<file path="src/rtl/decoder_seq.sv">
// Registered binary-to-LED decoder: one-hot DECODE, THERMO bar, prescaled SCAN walker, HOLD.
// Optional sticky out-of-range flag built only when DECODER_SEQ_ERR_EN is defined.
module decoder_seq #(
  parameter int W_IN     = 4,
  parameter int W_OUT    = 16,
  parameter int SCAN_DIV = 25_000_000
) (
  input  logic              clk,
  input  logic              rst,
  input  logic              in_valid,
  input  logic [W_IN-1:0]   in_code,
  input  logic [1:0]        mode,
  output logic [W_OUT-1:0]  out,
  output logic              out_strobe,
  output logic              err
);

  localparam int PRE_W = (SCAN_DIV > 1) ? $clog2(SCAN_DIV) : 1;
  localparam int POS_W = $clog2(W_OUT);

  localparam logic [PRE_W-1:0] PRE_LAST = PRE_W'(SCAN_DIV - 1);
  localparam logic [POS_W-1:0] POS_LAST = POS_W'(W_OUT - 1);
  localparam logic [W_OUT-1:0] FIRST_LED = W_OUT'(1);

  localparam logic [1:0] MODE_DECODE = 2'b00;
  localparam logic [1:0] MODE_THERMO = 2'b01;
  localparam logic [1:0] MODE_SCAN   = 2'b10;
  localparam logic [1:0] MODE_HOLD   = 2'b11;

  logic [1:0]       mode_q, mode_d;
  logic [W_OUT-1:0] out_q, out_d;
  logic             strobe_q, strobe_d;
  logic [PRE_W-1:0] pre_q, pre_d;
  logic [POS_W-1:0] pos_q, pos_d;

  logic             mode_chg;
  logic [POS_W-1:0] pos_next;
  logic [W_OUT-1:0] dec_vec;
  logic [W_OUT-1:0] thermo_vec;
  logic [W_OUT-1:0] scan_vec;

`ifdef DECODER_SEQ_ERR_EN
  localparam logic [W_IN:0] W_OUT_EXT = (W_IN + 1)'(W_OUT);

  logic err_q, err_d;
  logic oor;

  assign oor = ({1'b0, in_code} >= W_OUT_EXT);
`endif

  // Codes at or above W_OUT match no decode line and light every thermo line.
  always_comb begin
    dec_vec    = '0;
    thermo_vec = '0;
    for (int i = 0; i < W_OUT; i++) begin
      dec_vec[i]    = (in_code == W_IN'(i));
      thermo_vec[i] = (in_code >= W_IN'(i));
    end
  end

  always_comb begin
    pos_next = (pos_q == POS_LAST) ? '0 : pos_q + 1'b1;
    scan_vec = '0;
    for (int i = 0; i < W_OUT; i++) begin
      scan_vec[i] = (pos_next == POS_W'(i));
    end
  end

  always_ff @(posedge clk) begin
    if (rst) begin
      mode_q   <= MODE_DECODE;
      out_q    <= '0;
      strobe_q <= 1'b0;
      pre_q    <= '0;
      pos_q    <= '0;
    end else begin
      mode_q   <= mode_d;
      out_q    <= out_d;
      strobe_q <= strobe_d;
      pre_q    <= pre_d;
      pos_q    <= pos_d;
    end
  end

`ifdef DECODER_SEQ_ERR_EN
  always_ff @(posedge clk) begin
    if (rst) begin
      err_q <= 1'b0;
    end else begin
      err_q <= err_d;
    end
  end
`endif

  // The incoming mode, not the registered one, selects the write source this cycle.
  always_comb begin
    mode_d   = mode;
    mode_chg = (mode != mode_q);
    out_d    = out_q;
    strobe_d = 1'b0;
    pre_d    = pre_q;
    pos_d    = pos_q;
`ifdef DECODER_SEQ_ERR_EN
    err_d    = err_q;
`endif

    if (mode_chg) begin
      pre_d = '0;
      pos_d = '0;
    end

    case (mode)
      MODE_DECODE, MODE_THERMO: begin
        if (in_valid) begin
          out_d    = (mode == MODE_DECODE) ? dec_vec : thermo_vec;
          strobe_d = 1'b1;
`ifdef DECODER_SEQ_ERR_EN
          if (oor) begin
            err_d = 1'b1;
          end
`endif
        end
      end
      MODE_SCAN: begin
        if (mode_chg) begin
          out_d    = FIRST_LED;
          strobe_d = 1'b1;
        end else if (pre_q == PRE_LAST) begin
          pre_d    = '0;
          pos_d    = pos_next;
          out_d    = scan_vec;
          strobe_d = 1'b1;
        end else begin
          pre_d = pre_q + 1'b1;
        end
      end
      default: begin
      end
    endcase
  end

  always_comb begin
    out        = out_q;
    out_strobe = strobe_q;
`ifdef DECODER_SEQ_ERR_EN
    err        = err_q;
`else
    err        = 1'b0;
`endif
  end

endmodule

</file>
<file path="config.mk">
export PLATFORM = sky130hd
export DESIGN_NAME = decoder_seq
export DESIGN_NICKNAME = d
export VERILOG_FILES = /design/src/rtl/decoder_seq.sv
export SDC_FILE = /design/constraint.sdc
export NUM_CORES = 1
export LEC_CHECK = 0
export CAP_MARGIN = 20
export CORE_UTILIZATION = 52
export CTS_CLUSTER_DIAMETER = 40
export DETAILED_ROUTE_END_ITERATION = 8
export PLACE_DENSITY = 0.85
export SLEW_MARGIN = 15
export SYNTH_ARGS = -nofsm -noshare
export SYNTH_HDL_FRONTEND = slang
export SYNTH_SLANG_ARGS = --single-unit
export TNS_END_PERCENT = 30
</file>
<file path="constraint.sdc">
create_clock -name clk -period 2.03 [get_ports clk]
set_input_delay 0.203 -clock clk [delete_from_list [all_inputs] [get_ports clk]]
set_output_delay 0.203 -clock clk [all_outputs]
set_load 0.01 [all_outputs]
</file>
==> results of run 1 <==
where the power goes:
group / internal [mW] / leakage [nW] / switching [mW]
combinational: 0.140 / 0.982 / 0.156
sequential: 0.967 / 0.393 / 0.0157
clock: 0.273 / 0.0473 / 0.338
total: 1.38 / 1.42 / 0.509
through the flow:
stage / area [sq um] / util
5_1_grt: 3830 / 0.695
3_3_place_gp: 3680 / 0.668
4_1_cts: 3790 / 0.688
2_1_floorplan: 2990 / -
3_5_place_dp: 3680 / 0.668
6_report: 3830 / 0.695
layer usage:
metal	wire length, um	vias up	share of wire
li1	-	1590	-
met1	3560	1547	0.43
met2	4050	125	0.49
met3	524	14	0.063
met4	151	0	0.018
met5	0	-	0
state kept, by name (all words and copies together) (netlist names):
| register | flops |
|---|---|
| out | 16 |
| out_strobe | 1 |
| pre_q | 25 |
| mode_q | 2 |
| pos_q | 4 |
what timing repair did:
action / 4_1_cts / 5_1_grt
endpoints found under the setup margin: 1 / 17
buffers inserted: 1 / 1
pin swaps: 1 / 5
resized for setup: 3 / 12
worst max-delay path by stage:
stage              start   endpoint  slack (ns)
4_1_cts        pre_q[10]    out[15]       0.009
2_1_floorplan   pre_q[6]  pre_q[22]        0.03
5_1_grt        pre_q[15]  pre_q[22]       -0.08
3_5_place_dp    pre_q[8]  pre_q[22]       -0.05
6_report       pre_q[15]  pre_q[22]       -0.03
3_3_place_gp     mode[1]  pre_q[23]        0.03
layout make-up:
type                    count  area, sq um  share of cell area
multi-input cells         295         1890               0.493
well taps                  72         90.1              0.0235
repair buffers             89          751               0.196
clock inverters             1         8.76             0.00229
clock buffers               6         82.6              0.0216
flip-flops and latches     48          968               0.253
inverters                  11         41.3              0.0108
critical path, stage by stage (launching register included):
cell and delay (ns):
dfxtp_1 0.43, nand4_1 0.17, or4_4 0.57, or3_4 0.35, and3_1 0.18, a221o_1 0.26
layout by cell type (no fill, tap or decap), types with 5 or more instances in the layout:
cell             Yosys  final
buf_4                1     61
dfxtp_1             48     42
a21oi_1             39     39
nand2_1             31     30
clkdlybuf4s50_1      0     25
nor2_1              24     24
o21ai_0             20     20
nand3_1             19     19
nand4_1             14     14
a31oi_1             14     14
o211ai_1            11     11
inv_1               10     10
nor3_1               9      9
nor4_1               8      8
and2_1               6      6
clkbuf_8             0      6
dfxtp_2              0      6
or3_1                6      5
nand2b_1             5      5
mux2i_1              5      5
o31ai_1              5      5
ha_1                 6      5
cells by family after synthesis:
| group | count (synthesis) | share of synthesized area |
|---|---|---|
| other | 1 | 0.00126 |
| multiplexers | 5 | 0.0168 |
| adder cells (fa/ha/maj) | 6 | 0.0252 |
| XOR/XNOR | 3 | 0.00881 |
| buffers and inverters | 43 | 0.0600 |
| flip-flops | 48 | 0.322 |
| AO/OA/AOI/OAI | 130 | 0.287 |
| AND/OR/NAND/NOR | 150 | 0.279 |
==> impl_metrics.csv, run 1 <==
group,metric,value,unit
run_status,status,"complete, but fails checks",
run_status,violated_checks,"negative setup slack",
die,core_outline_area,5510,sq um
logic_synthesis,post_synth_instance_area,2980,sq um
grt,first_global_vias,2983,
grt,grt_use_met2,0.477,
grt,grt-busiest-layer,"met2",
clocking,cts_hold_buffers,0,
grt,grt_overflow,0,
sta,max_slew.worst_pin.slew,0.520,ns
clocking,htreeDepth,2,
sta,setup-tns-final,-0.0297,ns
layout,flow.area_growth_from_synthesis,28.3,%
sta,clock_period_minus_worst_slack,2.06,ns
logic_synthesis,number_of_different_library_cells_in_the_post_synthesis_netlist,61,
sta,timing.max_slew.rel_slack,0.650,
logic_synthesis,post_synth.cell_area_avg,7.73,sq um
logic_synthesis,ys_ff_latch,48,
sta,max_transition_viols_final,0,
logic_synthesis,synth.yosys.seq_area_share,0.322,
min_path,min_path_cells,2,
placement,gp_congestion,0.933,
logic_synthesis,synth_top_cell_by_area,"dfxtp_1",
power,post-layout-total-power,1.89,mW
worst_setup_path,crit_path_max_fanout,4,
die,io_pins,27,
sta,report.final.setup_viol,1,
layout,antenna_cells,0,
drt,dr_total_vias,3276,
die,die_area,6050,sq um
sta,maxClockFrequency,486,MHz
sta,grt_setup_unrepaired,"true",
placement,dp_hpwl,6090,um
drt,final_antenna_net_count,0,
logic_synthesis,synth_enable_flop_cells,0,
layout,finalNetCount,465,
worst_setup_path,reg2reg_to,"pre_q[22]",
sta,final.setup.worst_slack,-0.0297,ns
clocking,clock_insertion_delay_worst_skew,0.30,ns
drt,wl_per_cell,15.9,um
drt,detail_route.first_pass.iterations,5,
min_path,type_of_the_most_critical_hold_path,"flip-flop to flip-flop",
logic_synthesis,postSynthNetCount,401,
worst_setup_path,setup.reg_to_reg.worst_slack,-0.03,ns
grt,groute.layer.met3.usage,0.0447,
drt,viasPerCell,6.28,
die,dieWidth,77.8,um
clocking,clk_pin_slew,0.10,ns
power,vdd_drop_max,0.404,mV
grt,grt.met1_usage,0.365,
drt,first_iter_violations,230,
die,row_count,27,
power,p_per_area,493,nW/um^2
worst_setup_path,req_time_crit_path,2.23,ns
sta,final-hold-violation-count,0,
sta,finalClockSkew,0.00665,ns
logic_synthesis,synth_common_cells,"dfxtp_1 (48), a21oi_1 (39), nand2_1 (31)",
logic_synthesis,synth.most_common_cell,"dfxtp_1",
worst_setup_path,crit_path_class,"flip-flop to flip-flop",
layout,drive_above_1_share,0.204,
placement,dp.cells,513,
drt,post-route-drc-count,0,
logic_synthesis,postSynth.asyncResetShare,0,
clocking,clock_path_buffers,2,
worst_setup_path,reg2regPathDepth,5,
worst_setup_path,cp_data_arrival_time,2.26,ns
logic_synthesis,netlist.area_leader.share,0.322,
min_path,whs_endpoint,"out[7]",
logic_synthesis,netlist_top_cells_area,"dfxtp_1 (32%), a21oi_1 (6.5%), nand2_1 (3.9%)",
layout,finish.cell_count_without_fillers,522,
die,initial_core_utilization,0.542,
layout,fill_cells,428,
die,die_y,77.8,um
grt,initial_antenna_violation_count,0,
job,drv.max_cap_violation_count,0,
logic_synthesis,synthesis.instances,386,
logic_synthesis,postSynth.topFlopCell,"dfxtp_1",
grt,grt_max_degree,35,
min_path,hold_path_startpoint,"out[7]",
sta,fin_crit_sh,1.01,
grt,track_usage,0.283,
sta,timing.hold.ws,0.493,ns
placement,worst_slack_at_placement,-0.0510,ns
clocking,cts_sinks,48,
clocking,tritoncts,"built",
logic_synthesis,yosysWarnings,0,
worst_setup_path,worstSetupStartpointType,"flip-flop",
drt,routed_wirelength,8290,um
clocking,inserted_clock_buffers,5,
worst_setup_path,cp-end-kind,"flip-flop",
worst_setup_path,r2r_start,"pre_q[15]",
power,power_leakage,1.42,nW
clocking,cts.root.buffer_cell,"clkbuf_8",
grt,global_route_wire_length_before_repair,13800,um
placement,portBuffers,25,
Power figures use the tool's default switching activity.
==> inputs of run 2 (changes only) <==
- CORE_MARGIN: default -> 2
==> run 2 against run 1 <==
  * Total power up 8.1%
  * Setup slack better by 0.017 ns
  * Routed wire length up 8.7%
  * Highest routed layer unchanged
  * Critical path type unchanged
  * The flow still finishes with violations (negative setup slack)
  * Final cell count up 0.38%
  * Global-route usage up 0.32 points
  * Register-to-register slack better by 0.02 ns
==> impl_metrics.csv, run 2 (same netlist as run 1, synthesis figures left out) <==
group,metric,value,unit
run_status,status,"complete, but fails checks",
run_status,violated_checks,"negative setup slack",
clocking,cts.root.buffer_cell,"clkbuf_8",
power,switching_share,0.262,
clocking,htreeDepth,2,
power,power_leakage,1.44,nW
power,internal-power,1.51,mW
layout,flow.area_growth_from_synthesis,30.9,%
grt,global_route_wire_length_before_repair,14400,um
min_path,min_path_cells,2,
placement,dp_hpwl,6260,um
worst_setup_path,crit_path_class,"flip-flop to flip-flop",
die,core_outline_area,5540,sq um
worst_setup_path,crit_path_max_fanout,4,
worst_setup_path,reg2regPathDepth,7,
die,row_count,27,
placement,gp_congestion,0.941,
layout,post-route-util,0.705,
placement,worst_slack_at_placement,-0.0534,ns
power,switching_power,0.536,mW
layout,drive_above_1_share,0.217,
sta,clock_period_minus_worst_slack,2.04,ns
drt,wl_per_cell,17.2,um
layout,finalNetCount,466,
layout,top_register,"pre_q",
sta,fin_crit_sh,1.01,
sta,timing.hold.ws,0.495,ns
power,comb_power_share,0.146,
placement,dp.cells,511,
power,p_per_area,523,nW/um^2
grt,grt_overflow,0,
sta,final-hold-violation-count,0,
job,drv.max_cap_violation_count,0,
drt,routed_wirelength,9010,um
clocking,clock_path_buffers,2,
worst_setup_path,most_frequent_cell_on_the_critical_path,"buf_4",
drt,detail_route.first_pass.iterations,5,
die,die_area,6360,sq um
sta,max_slew.worst_pin.slew,0.536,ns
worst_setup_path,cp-end-kind,"flip-flop",
sta,report.final.setup_viol,5,
layout,layout_common_cells,"buf_4 (61), dfxtp_1 (41), a21oi_1 (37), nand2_1 (30), clkdlybuf4s50_1 (25)",
grt,initial_antenna_violation_count,0,
grt,track_usage,0.287,
sta,finalClockSkew,0.00760,ns
drt,viasPerCell,6.32,
die,die_y,79.8,um
worst_setup_path,worst_path_largest_cell_delay,0.39,ns
clocking,cts_hold_buffers,0,
sta,final.setup.worst_slack,-0.0122,ns
power,seqPwrFrac,0.480,
layout,finish.cell_count_without_fillers,524,
worst_setup_path,req_time_crit_path,2.26,ns
layout,flip_flop_count_of_the_largest_register_all_copies_and_words_added,25,
clocking,inserted_clock_buffers,5,
min_path,type_of_the_most_critical_hold_path,"flip-flop to flip-flop",
worst_setup_path,setup.reg_to_reg.worst_slack,-0.01,ns
layout,layout.cells.most_common,"buf_4",
drt,dr_total_vias,3310,
clocking,cts_sinks,48,
die,initial_core_utilization,0.539,
sta,grt_setup_unrepaired,"true",
placement,portBuffers,25,
drt,post-route-drc-count,0,
layout,antenna_cells,0,
worst_setup_path,cp_slowest_cell,"o311ai_2",
power,vdd_drop_max,0.435,mV
clocking,clock_insertion_delay_worst_skew,0.32,ns
worst_setup_path,cp_data_arrival_time,2.27,ns
grt,first_global_vias,3020,
drt,first_iter_violations,323,
worst_setup_path,timing.critical_path.cells,"buf_4 > nor3b_1 > nand4_1 > o311ai_2 > nand2_2 > buf_4 > o31ai_1",
die,dieWidth,79.8,um
grt,grt_max_degree,30,
sta,maxClockFrequency,490,MHz
worst_setup_path,worstSetupStartpointType,"flip-flop",
sta,timing.max_slew.rel_slack,0.641,
clocking,tritoncts,"built",
clocking,clk_pin_slew,0.10,ns
drt,final_antenna_net_count,0,
sta,max_transition_viols_final,0,
power,power.share.clock,0.373,
die,io_pins,27,
[run 2: power by group through the flow]
stage          combinational, mW  sequential, mW  clock (mW)
6_report                   0.299           0.980       0.762
5_1_grt                    0.321           0.983       0.802
4_1_cts                    0.289           0.982       0.765
3_5_place_dp               0.287            1.00           0
3_3_place_gp               0.281            1.00           0
2_1_floorplan              0.145            1.01           0
[run 2: path summary, 6_finish.rpt]
check	startpoint	to
max	pre_q[7]	out[7]
min	out[10]	out[10]
max reg2reg	pre_q[7]	out[7]
min reg2reg	out[10]	out[10]
[run 2: area by class of cell]
cell class	count	area, sq um
Timing Repair Buffer	90	785
Clock buffer	6	82.6
Multi-Input combinational cell	295	1890
Fill cell	432	1630
Clock inverter	2	38.8
Tap cell	72	90.1
Sequential cell	48	975
Inverter	11	41.3
[run 2: routing by layer]
metal / vias up / track usage / share of wire
li1: 1604 / - / -
met1: 1526 / 0.371 / 0.41
met2: 153 / 0.470 / 0.48
met3: 27 / 0.0509 / 0.076
met4: 0 / 0.120 / 0.030
met5: - / 0 / 0
[run 2: worst max-delay path: cells and delay by family, from the launching register on]
family / cells / cell delay [ns]
DFF: 1 / 0.36
buffers and inverters: 2 / 0.33
AOI/OAI and AO/OA: 2 / 0.61
and+or+nand+nor: 3 / 0.66
[run 2: metrics by stage]
stage          total power [mW]  instance area, sq um  TNS [ns]
4_1_cts                    2.04                  3810   -0.0518
3_3_place_gp               1.28                  3680         0
5_1_grt                    2.11                  3910     -1.02
3_5_place_dp               1.29                  3680    -0.175
6_report                   2.04                  3910   -0.0370
2_1_floorplan              1.16                  2990         0
[run 2: repair_timing]
| action | 4_1_cts | 5_1_grt |
|---|---|---|
| pin swaps | 0 | 3 |
| cloned | 0 | 1 |
| resized for setup | 6 | 14 |
| setup endpoints to repair | 8 | 27 |
| setup buffers | 0 | 4 |
